File: src/rtl/axi_stream_strip_header.sv
// axi_stream_strip_header
//
// Removes a per-packet number of leading bytes from the first beat of an
// AXI-Stream packet and realigns the remainder into MSB-first beats on a
// single registered output stage.
//
// Ports:
//   clk, rst_n                   clock, asynchronous active-low reset
//   valid_in/ready_in            upstream beat handshake
//   data_in/keep_in/last_in      upstream beat (byte 0 in the top byte lane)
//   valid_out/ready_out          downstream beat handshake
//   data_out/keep_out/last_out   realigned beat; unkept bytes are zero
//   valid_strip/ready_strip      per-packet strip count handshake
//   byte_strip_cnt               leading bytes to remove (0..N-1)
//
// Optional feature, macro STRIP_HDR_OUT_EN:
//   hdr_valid/hdr_data/hdr_keep  stripped bytes, right-justified, with a
//                                one-cycle valid pulse after the first beat
//
// Requires DATA_BYTE_WD >= 2.
module axi_stream_strip_header #(
    parameter int DATA_WD      = 32,
    parameter int DATA_BYTE_WD = DATA_WD / 8,
    parameter int BYTE_CNT_WD  = $clog2(DATA_BYTE_WD)
) (
    input  logic                    clk,
    input  logic                    rst_n,
    input  logic                    valid_in,
    output logic                    ready_in,
    input  logic [DATA_WD-1:0]      data_in,
    input  logic [DATA_BYTE_WD-1:0] keep_in,
    input  logic                    last_in,
    output logic                    valid_out,
    input  logic                    ready_out,
    output logic [DATA_WD-1:0]      data_out,
    output logic [DATA_BYTE_WD-1:0] keep_out,
    output logic                    last_out,
    input  logic                    valid_strip,
    output logic                    ready_strip,
    input  logic [BYTE_CNT_WD-1:0]  byte_strip_cnt
`ifdef STRIP_HDR_OUT_EN
    ,
    output logic                    hdr_valid,
    output logic [DATA_WD-1:0]      hdr_data,
    output logic [DATA_BYTE_WD-1:0] hdr_keep
`endif
);

    localparam int N  = DATA_BYTE_WD;
    // Byte counts up to 2N must fit (residual + incoming valid bytes).
    localparam int CW = BYTE_CNT_WD + 2;

    typedef logic [CW-1:0] cnt_t;

    typedef enum logic [1:0] {
        IDLE,
        FIRST,
        RUN,
        FLUSH
    } state_t;

    // Keep mask with the k most significant lanes set.
    function automatic logic [N-1:0] msb_keep(input cnt_t k);
        logic [N-1:0] m;
        m = '0;
        for (int unsigned i = 0; i < N; i++) begin
            if (cnt_t'(i) < k) m[N-1-i] = 1'b1;
        end
        return m;
    endfunction

    // Keep mask with the k least significant lanes set.
    function automatic logic [N-1:0] lsb_keep(input cnt_t k);
        logic [N-1:0] m;
        m = '0;
        for (int unsigned i = 0; i < N; i++) begin
            if (cnt_t'(i) < k) m[i] = 1'b1;
        end
        return m;
    endfunction

    function automatic logic [DATA_WD-1:0] byte_mask(input logic [N-1:0] k);
        logic [DATA_WD-1:0] m;
        for (int unsigned i = 0; i < N; i++) begin
            m[8*i +: 8] = {8{k[i]}};
        end
        return m;
    endfunction

    function automatic cnt_t popcount(input logic [N-1:0] k);
        cnt_t c;
        c = '0;
        for (int unsigned i = 0; i < N; i++) begin
            c = c + cnt_t'(k[i]);
        end
        return c;
    endfunction

    state_t                 state_q;
    logic [BYTE_CNT_WD-1:0] cnt_q;
    logic [DATA_WD-1:0]     res_q;
    cnt_t                   res_cnt_q;
    logic                   valid_out_q;
    logic [DATA_WD-1:0]     data_out_q;
    logic [N-1:0]           keep_out_q;
    logic                   last_out_q;
    logic                   ready_strip_q;
`ifdef STRIP_HDR_OUT_EN
    logic                   hdr_valid_q;
    logic [DATA_WD-1:0]     hdr_data_q;
    logic [N-1:0]           hdr_keep_q;
`endif

    logic                   out_free;
    logic                   in_fire;
    logic                   strip_fire;
    cnt_t                   cnt_ext;
    cnt_t                   v;
    cnt_t                   res_total;
    logic [DATA_WD-1:0]     data_m;
    logic [DATA_WD-1:0]     first_shift;
    logic [2*DATA_WD-1:0]   merged;

    assign out_free   = !valid_out_q || ready_out;
    assign ready_in   = ((state_q == FIRST) || (state_q == RUN)) && out_free;
    assign in_fire    = valid_in && ready_in;
    assign strip_fire = valid_strip && ready_strip_q;

    always_comb begin
        cnt_ext     = cnt_t'(cnt_q);
        // Only the popcount of keep_in matters; lanes beyond it are zeroed
        // so they can never leak into kept output bytes.
        v           = last_in ? popcount(keep_in) : cnt_t'(N);
        data_m      = data_in & byte_mask(msb_keep(v));
        first_shift = data_m << {cnt_ext, 3'b000};
        res_total   = res_cnt_q + v;
        // Upper half: residual followed by the head of the beat (one output
        // beat). Lower half: the beat's leftover bytes, MSB-aligned.
        merged      = {res_q, {DATA_WD{1'b0}}}
                    | ({{DATA_WD{1'b0}}, data_m} << {cnt_t'(N) - res_cnt_q, 3'b000});
    end

    always_ff @(posedge clk or negedge rst_n) begin
        if (!rst_n) begin
            state_q       <= IDLE;
            cnt_q         <= '0;
            res_q         <= '0;
            res_cnt_q     <= '0;
            valid_out_q   <= 1'b0;
            data_out_q    <= '0;
            keep_out_q    <= '0;
            last_out_q    <= 1'b0;
            ready_strip_q <= 1'b0;
`ifdef STRIP_HDR_OUT_EN
            hdr_valid_q   <= 1'b0;
            hdr_data_q    <= '0;
            hdr_keep_q    <= '0;
`endif
        end else begin
            // Slot drains by default; any load below overrides this.
            if (out_free) valid_out_q <= 1'b0;
`ifdef STRIP_HDR_OUT_EN
            hdr_valid_q <= 1'b0;
`endif
            case (state_q)
                IDLE: begin
                    ready_strip_q <= 1'b1;
                    if (strip_fire) begin
                        cnt_q         <= byte_strip_cnt;
                        ready_strip_q <= 1'b0;
                        state_q       <= FIRST;
                    end
                end
                FIRST: begin
                    if (in_fire) begin
`ifdef STRIP_HDR_OUT_EN
                        if (cnt_q != '0) begin
                            hdr_valid_q <= 1'b1;
                            hdr_data_q  <= data_m >> {cnt_t'(N) - cnt_ext, 3'b000};
                            hdr_keep_q  <= lsb_keep(cnt_ext);
                        end
`endif
                        if (last_in) begin
                            if (v > cnt_ext) begin
                                valid_out_q <= 1'b1;
                                data_out_q  <= first_shift;
                                keep_out_q  <= msb_keep(v - cnt_ext);
                                last_out_q  <= 1'b1;
                            end
                            ready_strip_q <= 1'b1;
                            state_q       <= IDLE;
                        end else begin
                            res_q     <= first_shift;
                            res_cnt_q <= cnt_t'(N) - cnt_ext;
                            state_q   <= RUN;
                        end
                    end
                end
                RUN: begin
                    if (in_fire) begin
                        valid_out_q <= 1'b1;
                        data_out_q  <= merged[2*DATA_WD-1 -: DATA_WD];
                        if (!last_in) begin
                            keep_out_q <= '1;
                            last_out_q <= 1'b0;
                            res_q      <= merged[DATA_WD-1:0];
                        end else if (res_total <= cnt_t'(N)) begin
                            keep_out_q    <= msb_keep(res_total);
                            last_out_q    <= 1'b1;
                            ready_strip_q <= 1'b1;
                            state_q       <= IDLE;
                        end else begin
                            keep_out_q <= '1;
                            last_out_q <= 1'b0;
                            res_q      <= merged[DATA_WD-1:0];
                            res_cnt_q  <= res_total - cnt_t'(N);
                            state_q    <= FLUSH;
                        end
                    end
                end
                FLUSH: begin
                    if (out_free) begin
                        valid_out_q   <= 1'b1;
                        data_out_q    <= res_q;
                        keep_out_q    <= msb_keep(res_cnt_q);
                        last_out_q    <= 1'b1;
                        ready_strip_q <= 1'b1;
                        state_q       <= IDLE;
                    end
                end
                default: state_q <= IDLE;
            endcase
        end
    end

    assign valid_out   = valid_out_q;
    assign data_out    = data_out_q;
    assign keep_out    = keep_out_q;
    assign last_out    = last_out_q;
    assign ready_strip = ready_strip_q;
`ifdef STRIP_HDR_OUT_EN
    assign hdr_valid   = hdr_valid_q;
    assign hdr_data    = hdr_data_q;
    assign hdr_keep    = hdr_keep_q;
`endif

endmodule

File: config.mk
export PLATFORM = sky130hd
export DESIGN_NAME = axi_stream_strip_header
export DESIGN_NICKNAME = d
export VERILOG_FILES = /design/src/rtl/axi_stream_strip_header.sv
export SDC_FILE = /design/constraint.sdc
export NUM_CORES = 1
export LEC_CHECK = 0
export CAP_MARGIN = 40
export CELL_PAD_IN_SITES_DETAIL_PLACEMENT = 1
export CELL_PAD_IN_SITES_GLOBAL_PLACEMENT = 2
export CORE_AREA = 4 4 168 129
export DETAILED_ROUTE_END_ITERATION = 6
export DIE_AREA = 0 0 172 133
export GPL_TIMING_DRIVEN = 0
export PLACE_DENSITY = 0.75
export SYNTH_ARGS = -nofsm -noshare
export SYNTH_HDL_FRONTEND = slang
export SYNTH_SLANG_ARGS = --single-unit
File: constraint.sdc
create_clock -name clk -period 2.6 [get_ports clk]
set_input_delay 0.26 -clock clk [delete_from_list [all_inputs] [get_ports clk]]
set_output_delay 0.26 -clock clk [all_outputs]
set_load 0.01 [all_outputs]
==> metrics.txt <==
# TYPE chip_impl_metric gauge
chip_impl_info{name="run_status",value="complete, but fails checks"} 1
chip_impl_info{name="violations",value="setup timing"} 1
chip_impl_metric{name="netlist_area",unit="sq um"} 5938
chip_impl_metric{name="cts.htree.levels",unit=""} 3
chip_impl_metric{name="routed_wire_length_per_instance",unit="microns"} 29.09
chip_impl_metric{name="synth-compound-area-share",unit="%"} 31.06
chip_impl_metric{name="max-cap-violations",unit=""} 0
chip_impl_metric{name="timing.max_slew.rel_slack",unit="%"} 40.30
chip_impl_metric{name="drt_first_pass_iters",unit=""} 6
chip_impl_metric{name="timing.setup.tns",unit="ps"} -56170
chip_impl_metric{name="floorplan.die.height",unit="microns"} 133
chip_impl_metric{name="floorplan.core_area",unit="sq um"} 20040
chip_impl_metric{name="i_o_pin_count",unit=""} 84
chip_impl_metric{name="floorplan.die.width",unit="microns"} 172
chip_impl_metric{name="cellLeakagePower",unit="uW"} 0.003604
chip_impl_metric{name="power_frac_clock",unit="%"} 9.2
chip_impl_metric{name="sequential_cell_area_in_the_final_layout",unit="sq um"} 1977
chip_impl_info{name="critPathLaunch",value="keep_in[3]"} 1
chip_impl_metric{name="finalClockSkew",unit="ps"} 10.60
chip_impl_metric{name="path_max_fanout",unit=""} 4
chip_impl_metric{name="grt-ovfl-total",unit=""} 0
chip_impl_metric{name="design.die.area",unit="sq um"} 22880
chip_impl_metric{name="antenna_violations_before_repair",unit=""} 0
chip_impl_metric{name="gp_congestion",unit=""} 1.010
chip_impl_metric{name="synthArstFlopShare",unit="%"} 100.0
chip_impl_metric{name="synth.area.mux_share",unit="%"} 4.973
chip_impl_info{name="worstSetupEndpointType",value="flop"} 1
chip_impl_info{name="crit_path_cell_trace",value="buf_6 -> fa_1 -> ha_4 -> ha_4 -> nand2b_4 -> clkbuf_16 -> buf_12 -> ha_4 -> a21oi_4 -> xor2_2 -> ha_2 -> or4b_4 -> nand3_4 -> nor4b_4 -> o21ai_4 -> mux2_4"} 1
chip_impl_metric{name="drive_above_1_share",unit="%"} 28.65
chip_impl_metric{name="vias_per_cell",unit=""} 6.138
chip_impl_metric{name="final.fill_count",unit=""} 2314
chip_impl_metric{name="grt_first_pass_wirelength",unit="mm"} 47.74
chip_impl_metric{name="clock_transition_at_the_register_clock_pins_on_the_worst_setup_and_hold_paths_after_cts",unit="ps"} 70
chip_impl_metric{name="worstMarginPinSlew",unit="ps"} 893.9
chip_impl_info{name="ys_dominant_reg_cell",value="sky130_fd_sc_hd__dfrtp_1"} 1
chip_impl_metric{name="clock_latency",unit="ps"} 350
chip_impl_metric{name="seqPwrFrac",unit="%"} 15.4
chip_impl_metric{name="peakVddDrop",unit="mV"} 0.6164
chip_impl_metric{name="groute.usage.overall",unit="%"} 28.18
chip_impl_metric{name="detail-route-antenna-nets",unit=""} 0
chip_impl_metric{name="nNetsFinal",unit=""} 943
chip_impl_metric{name="synth_enable_flop_cells",unit=""} 0
chip_impl_metric{name="areaGrowthSynthToFinish",unit="%"} 50.55
chip_impl_metric{name="switchingPower",unit="uW"} 7327
chip_impl_info{name="crit-reg2reg-launch",value="res_cnt_q[0]$_DFFE_PN0P_"} 1
chip_impl_metric{name="layout.core_utilization",unit="%"} 44.60
chip_impl_metric{name="finalMaxSlewViolations",unit=""} 0
chip_impl_metric{name="iter_0_drt_violations",unit=""} 738
chip_impl_metric{name="io_buffers",unit=""} 82
chip_impl_metric{name="grt_pass1_vias",unit=""} 7114
chip_impl_metric{name="layout_min_cycle_time",unit="ps"} 3503
chip_impl_metric{name="synth_cells",unit=""} 734
chip_impl_info{name="timing.setup.critical_path_class",value="in2reg"} 1
chip_impl_metric{name="drcViolationCount",unit=""} 0
chip_impl_info{name="root_buffer",value="sky130_fd_sc_hd__clkbuf_16"} 1
chip_impl_metric{name="max_clock_freq",unit="GHz"} 0.2855
chip_impl_metric{name="layoutNonFillerInstCount",unit=""} 1141
chip_impl_metric{name="fin_total_pwr",unit="uW"} 14780
chip_impl_metric{name="place.detailed.instances",unit=""} 1076
chip_impl_info{name="yosys-top-cells-area",value="sky130_fd_sc_hd__dfrtp_1, sky130_fd_sc_hd__a21oi_1, sky130_fd_sc_hd__o21ai_0, sky130_fd_sc_hd__nand2_1, sky130_fd_sc_hd__nor2_1"} 1
chip_impl_metric{name="tritoncts.num_buffers",unit=""} 9
chip_impl_metric{name="pwr-share-comb",unit="%"} 75.4
chip_impl_info{name="critPathLaunchType",value="input port"} 1
chip_impl_info{name="synth_largest_area_cell",value="sky130_fd_sc_hd__dfrtp_1"} 1
chip_impl_metric{name="cts_max_path_buffers",unit=""} 2
chip_impl_info{name="path_common_cell",value="sky130_fd_sc_hd__ha_4"} 1
chip_impl_metric{name="yosys_warn_count",unit=""} 0
chip_impl_metric{name="clock_tree_sinks",unit=""} 79
chip_impl_metric{name="detailed_place_hpwl",unit="mm"} 23.04
chip_impl_metric{name="antenna_cells",unit=""} 0
chip_impl_metric{name="std_cell_rows",unit=""} 45
chip_impl_metric{name="synth-seq-area-share",unit="%"} 33.29
chip_impl_metric{name="worstPathRequired",unit="ps"} 2840
chip_impl_metric{name="synth_fp_nets",unit=""} 799
chip_impl_info{name="critical_path.slowest_cell",value="sky130_fd_sc_hd__fa_1"} 1
chip_impl_metric{name="timing.final.ws_setup",unit="ps"} -902.6
chip_impl_metric{name="multi_input_area",unit="sq um"} 4347
chip_impl_metric{name="yosys.area.top_type_share",unit="%"} 33.29
chip_impl_metric{name="rr_worst_depth",unit=""} 10
chip_impl_metric{name="syn_area_per_cell",unit="sq um"} 8.090
chip_impl_metric{name="intPower",unit="uW"} 7457
chip_impl_info{name="crit-reg2reg-capture",value="data_out[19]$_DFFE_PN0P_"} 1
chip_impl_metric{name="ffs_latches_synth",unit=""} 79
chip_impl_metric{name="synth_area_in_adders",unit="%"} 4.804
chip_impl_metric{name="setup_viol_count_final",unit=""} 76
chip_impl_metric{name="arrival",unit="ps"} 3740
chip_impl_metric{name="synth_xor_area_share",unit="%"} 0.4425
chip_impl_metric{name="synth_simple_gate_area_share",unit="%"} 19.93
chip_impl_metric{name="drt-total-wl",unit="mm"} 33.19
chip_impl_metric{name="rrSetupSlack",unit="ps"} -530
chip_impl_metric{name="power-per-cell-area",unit="nW/um^2"} 1654
chip_impl_metric{name="grt_max_degree",unit=""} 44
chip_impl_info{name="rsz0062_at_grt",value="true"} 1
chip_impl_info{name="clock_tree_from_tritoncts",value="done"} 1
chip_impl_metric{name="worst_hold_slack",unit="ps"} 431.5
chip_impl_metric{name="vias",unit=""} 7003
chip_impl_info{name="crit_path_end",value="res_cnt_q[2]$_DFFE_PN0P_"} 1
chip_impl_metric{name="synth_cell_types",unit=""} 65
chip_impl_metric{name="timing.final.crit_share",unit="%"} 134.7
chip_impl_info{name="hold_class",value="in2async"} 1
chip_impl_info{name="dominant_combinational_cell_family_by_area_after_synthesis",value="compound AO/OA/AOI/OAI gates"} 1
chip_impl_metric{name="finalHoldViolations",unit=""} 0
chip_impl_metric{name="initial_utilization",unit="%"} 29.63
chip_impl_metric{name="worst_path_largest_cell_delay",unit="ps"} 520
chip_impl_metric{name="swShare",unit="%"} 49.56
-- layout by cell type, fill, tap and decap left out, drive strengths merged, types with 6 or more instances in the layout --
master and instances:
buf 83, nand2 82, dfrtp 79, clkdlybuf4s50 78, nor2 77, o21ai 77, a21oi 74, nand3 36
clkbuf 35, a31oi 20, and3 19, a22oi 19, ha 18, inv 17, mux2i 16, a221oi 16
mux2 12, a22o 10, o22a 9, a222oi 8, o22ai 7, nor2b 6, a211o 6, a211oi 6
-- state kept, by name, indices dropped and copies added (netlist names) --
register	count
data_out	32
res_q	32
keep_out	4
res_cnt_q	4
cnt_q	2
state_q	2
last_out	1
ready_strip	1
valid_out	1
-- cells by family after synthesis --
logic type               Yosys count
XOR/XNOR                           3
AND/OR/NAND/NOR                  249
buffers and inverters             73
multiplexers                      28
adder cells (fa/ha/maj)           21
flip-flops                        79
AO/OA/AOI/OAI                    281
-- power by group through the flow --
stage                     Combinational (uW)  Clock, uW  Sequential (uW)
after detailed placement                7650          0             2170
final                                  11200       1360             2280
after CTS                              10100       1390             2190
after floorplan                         4500          0             2240
after global placement                  7500          0             2130
after global routing                   11800       1440             2350
-- what timing repair did --
action,in CTS,in global routing
setup endpoints to repair,77,77
hold buffers,1,0
gates cloned,7,2
buffers inserted,32,16
endpoints found under the hold margin,36,0
resized for setup,182,101
pin swaps,31,33
-- cell type report --
type / instances / share of cell area (%)
Buffer: 51 / 4.605
Clock buffer: 10 / 2.561
Clock inverter: 6 / 0.7838
Inverter: 19 / 0.8537
Multi-Input combinational cell: 582 / 48.62
Sequential cell: 79 / 22.11
Tap cell: 258 / 3.611
Timing Repair Buffer: 136 / 16.85
-- critical path, delay by kind of cell --
kind / cells / cell delay, ps
buffers and inverters: 3 / 350
multiplexers: 1 / 320
AO/OA/AOI/OAI: 2 / 190
adder cells (fa/ha/maj): 5 / 1370
AND/OR/NAND/NOR: 4 / 1060
XOR/XNOR: 1 / 160
-- Yosys cell counts (2+ instances only) --
library cell / count
sky130_fd_sc_hd__a31oi_1: 20
sky130_fd_sc_hd__nand2b_1: 5
sky130_fd_sc_hd__or3b_1: 2
sky130_fd_sc_hd__a32o_1: 3
sky130_fd_sc_hd__a211oi_1: 5
sky130_fd_sc_hd__o21ai_0: 72
sky130_fd_sc_hd__o21ai_1: 4
sky130_fd_sc_hd__buf_4: 4
sky130_fd_sc_hd__a22oi_1: 18
sky130_fd_sc_hd__nand3_1: 35
sky130_fd_sc_hd__nor2b_1: 6
sky130_fd_sc_hd__nor2_1: 76
sky130_fd_sc_hd__o22a_1: 9
sky130_fd_sc_hd__clkbuf_1: 22
sky130_fd_sc_hd__buf_1: 3
sky130_fd_sc_hd__xor2_1: 2
sky130_fd_sc_hd__ha_1: 18
sky130_fd_sc_hd__nand4_1: 4
sky130_fd_sc_hd__a2bb2oi_1: 5
sky130_fd_sc_hd__a32oi_1: 4
sky130_fd_sc_hd__inv_2: 2
sky130_fd_sc_hd__nand2_1: 82
sky130_fd_sc_hd__and3_1: 18
sky130_fd_sc_hd__mux2_2: 12
sky130_fd_sc_hd__a222oi_1: 8
sky130_fd_sc_hd__o32a_1: 3
sky130_fd_sc_hd__o2bb2ai_1: 2
sky130_fd_sc_hd__a21oi_1: 74
sky130_fd_sc_hd__nor4b_4: 2
sky130_fd_sc_hd__mux2i_1: 16
sky130_fd_sc_hd__a221oi_1: 16
sky130_fd_sc_hd__clkinv_1: 3
sky130_fd_sc_hd__fa_1: 3
sky130_fd_sc_hd__dfrtp_1: 79
sky130_fd_sc_hd__a221o_1: 2
sky130_fd_sc_hd__a21o_1: 4
sky130_fd_sc_hd__a211o_1: 6
sky130_fd_sc_hd__o22ai_1: 7
sky130_fd_sc_hd__inv_1: 14
sky130_fd_sc_hd__nor3_1: 4
sky130_fd_sc_hd__and2_1: 3
sky130_fd_sc_hd__a22o_1: 10
sky130_fd_sc_hd__buf_2: 23
sky130_fd_sc_hd__nor3b_1: 3
-- worst min-delay path by stage --
stage,to,slack (ps),cells past startpoint
CTS,res_q[29]$_DFFE_PN0P_,450,2
global placement,res_q[6]$_DFFE_PN0P_,460,2
floorplan,cnt_q[0]$_DFFE_PN0P_,-40,0
finish,res_q[29]$_DFFE_PN0P_,430,2
global route,res_q[29]$_DFFE_PN0P_,490,2
detailed placement,res_q[29]$_DFFE_PN0P_,280,1
-- through the flow --
step,worst slack [ps],area (sq um)
6_report,-902.6,8940
5_1_grt,-980.6,8940
4_1_cts,-909.8,8521
3_5_place_dp,-2234,7242
3_3_place_gp,-2070,7212
2_1_floorplan,-980.9,6068
-- routing by layer --
metal	part of all wire, %	vias up	track usage [%]
met5	0	-	0
met4	2.2	0	7.377
met3	7.4	42	7.706
met2	44	289	41.80
met1	46	3639	40.37
li1	-	3033	-
(Power assumes the default switching activity.)
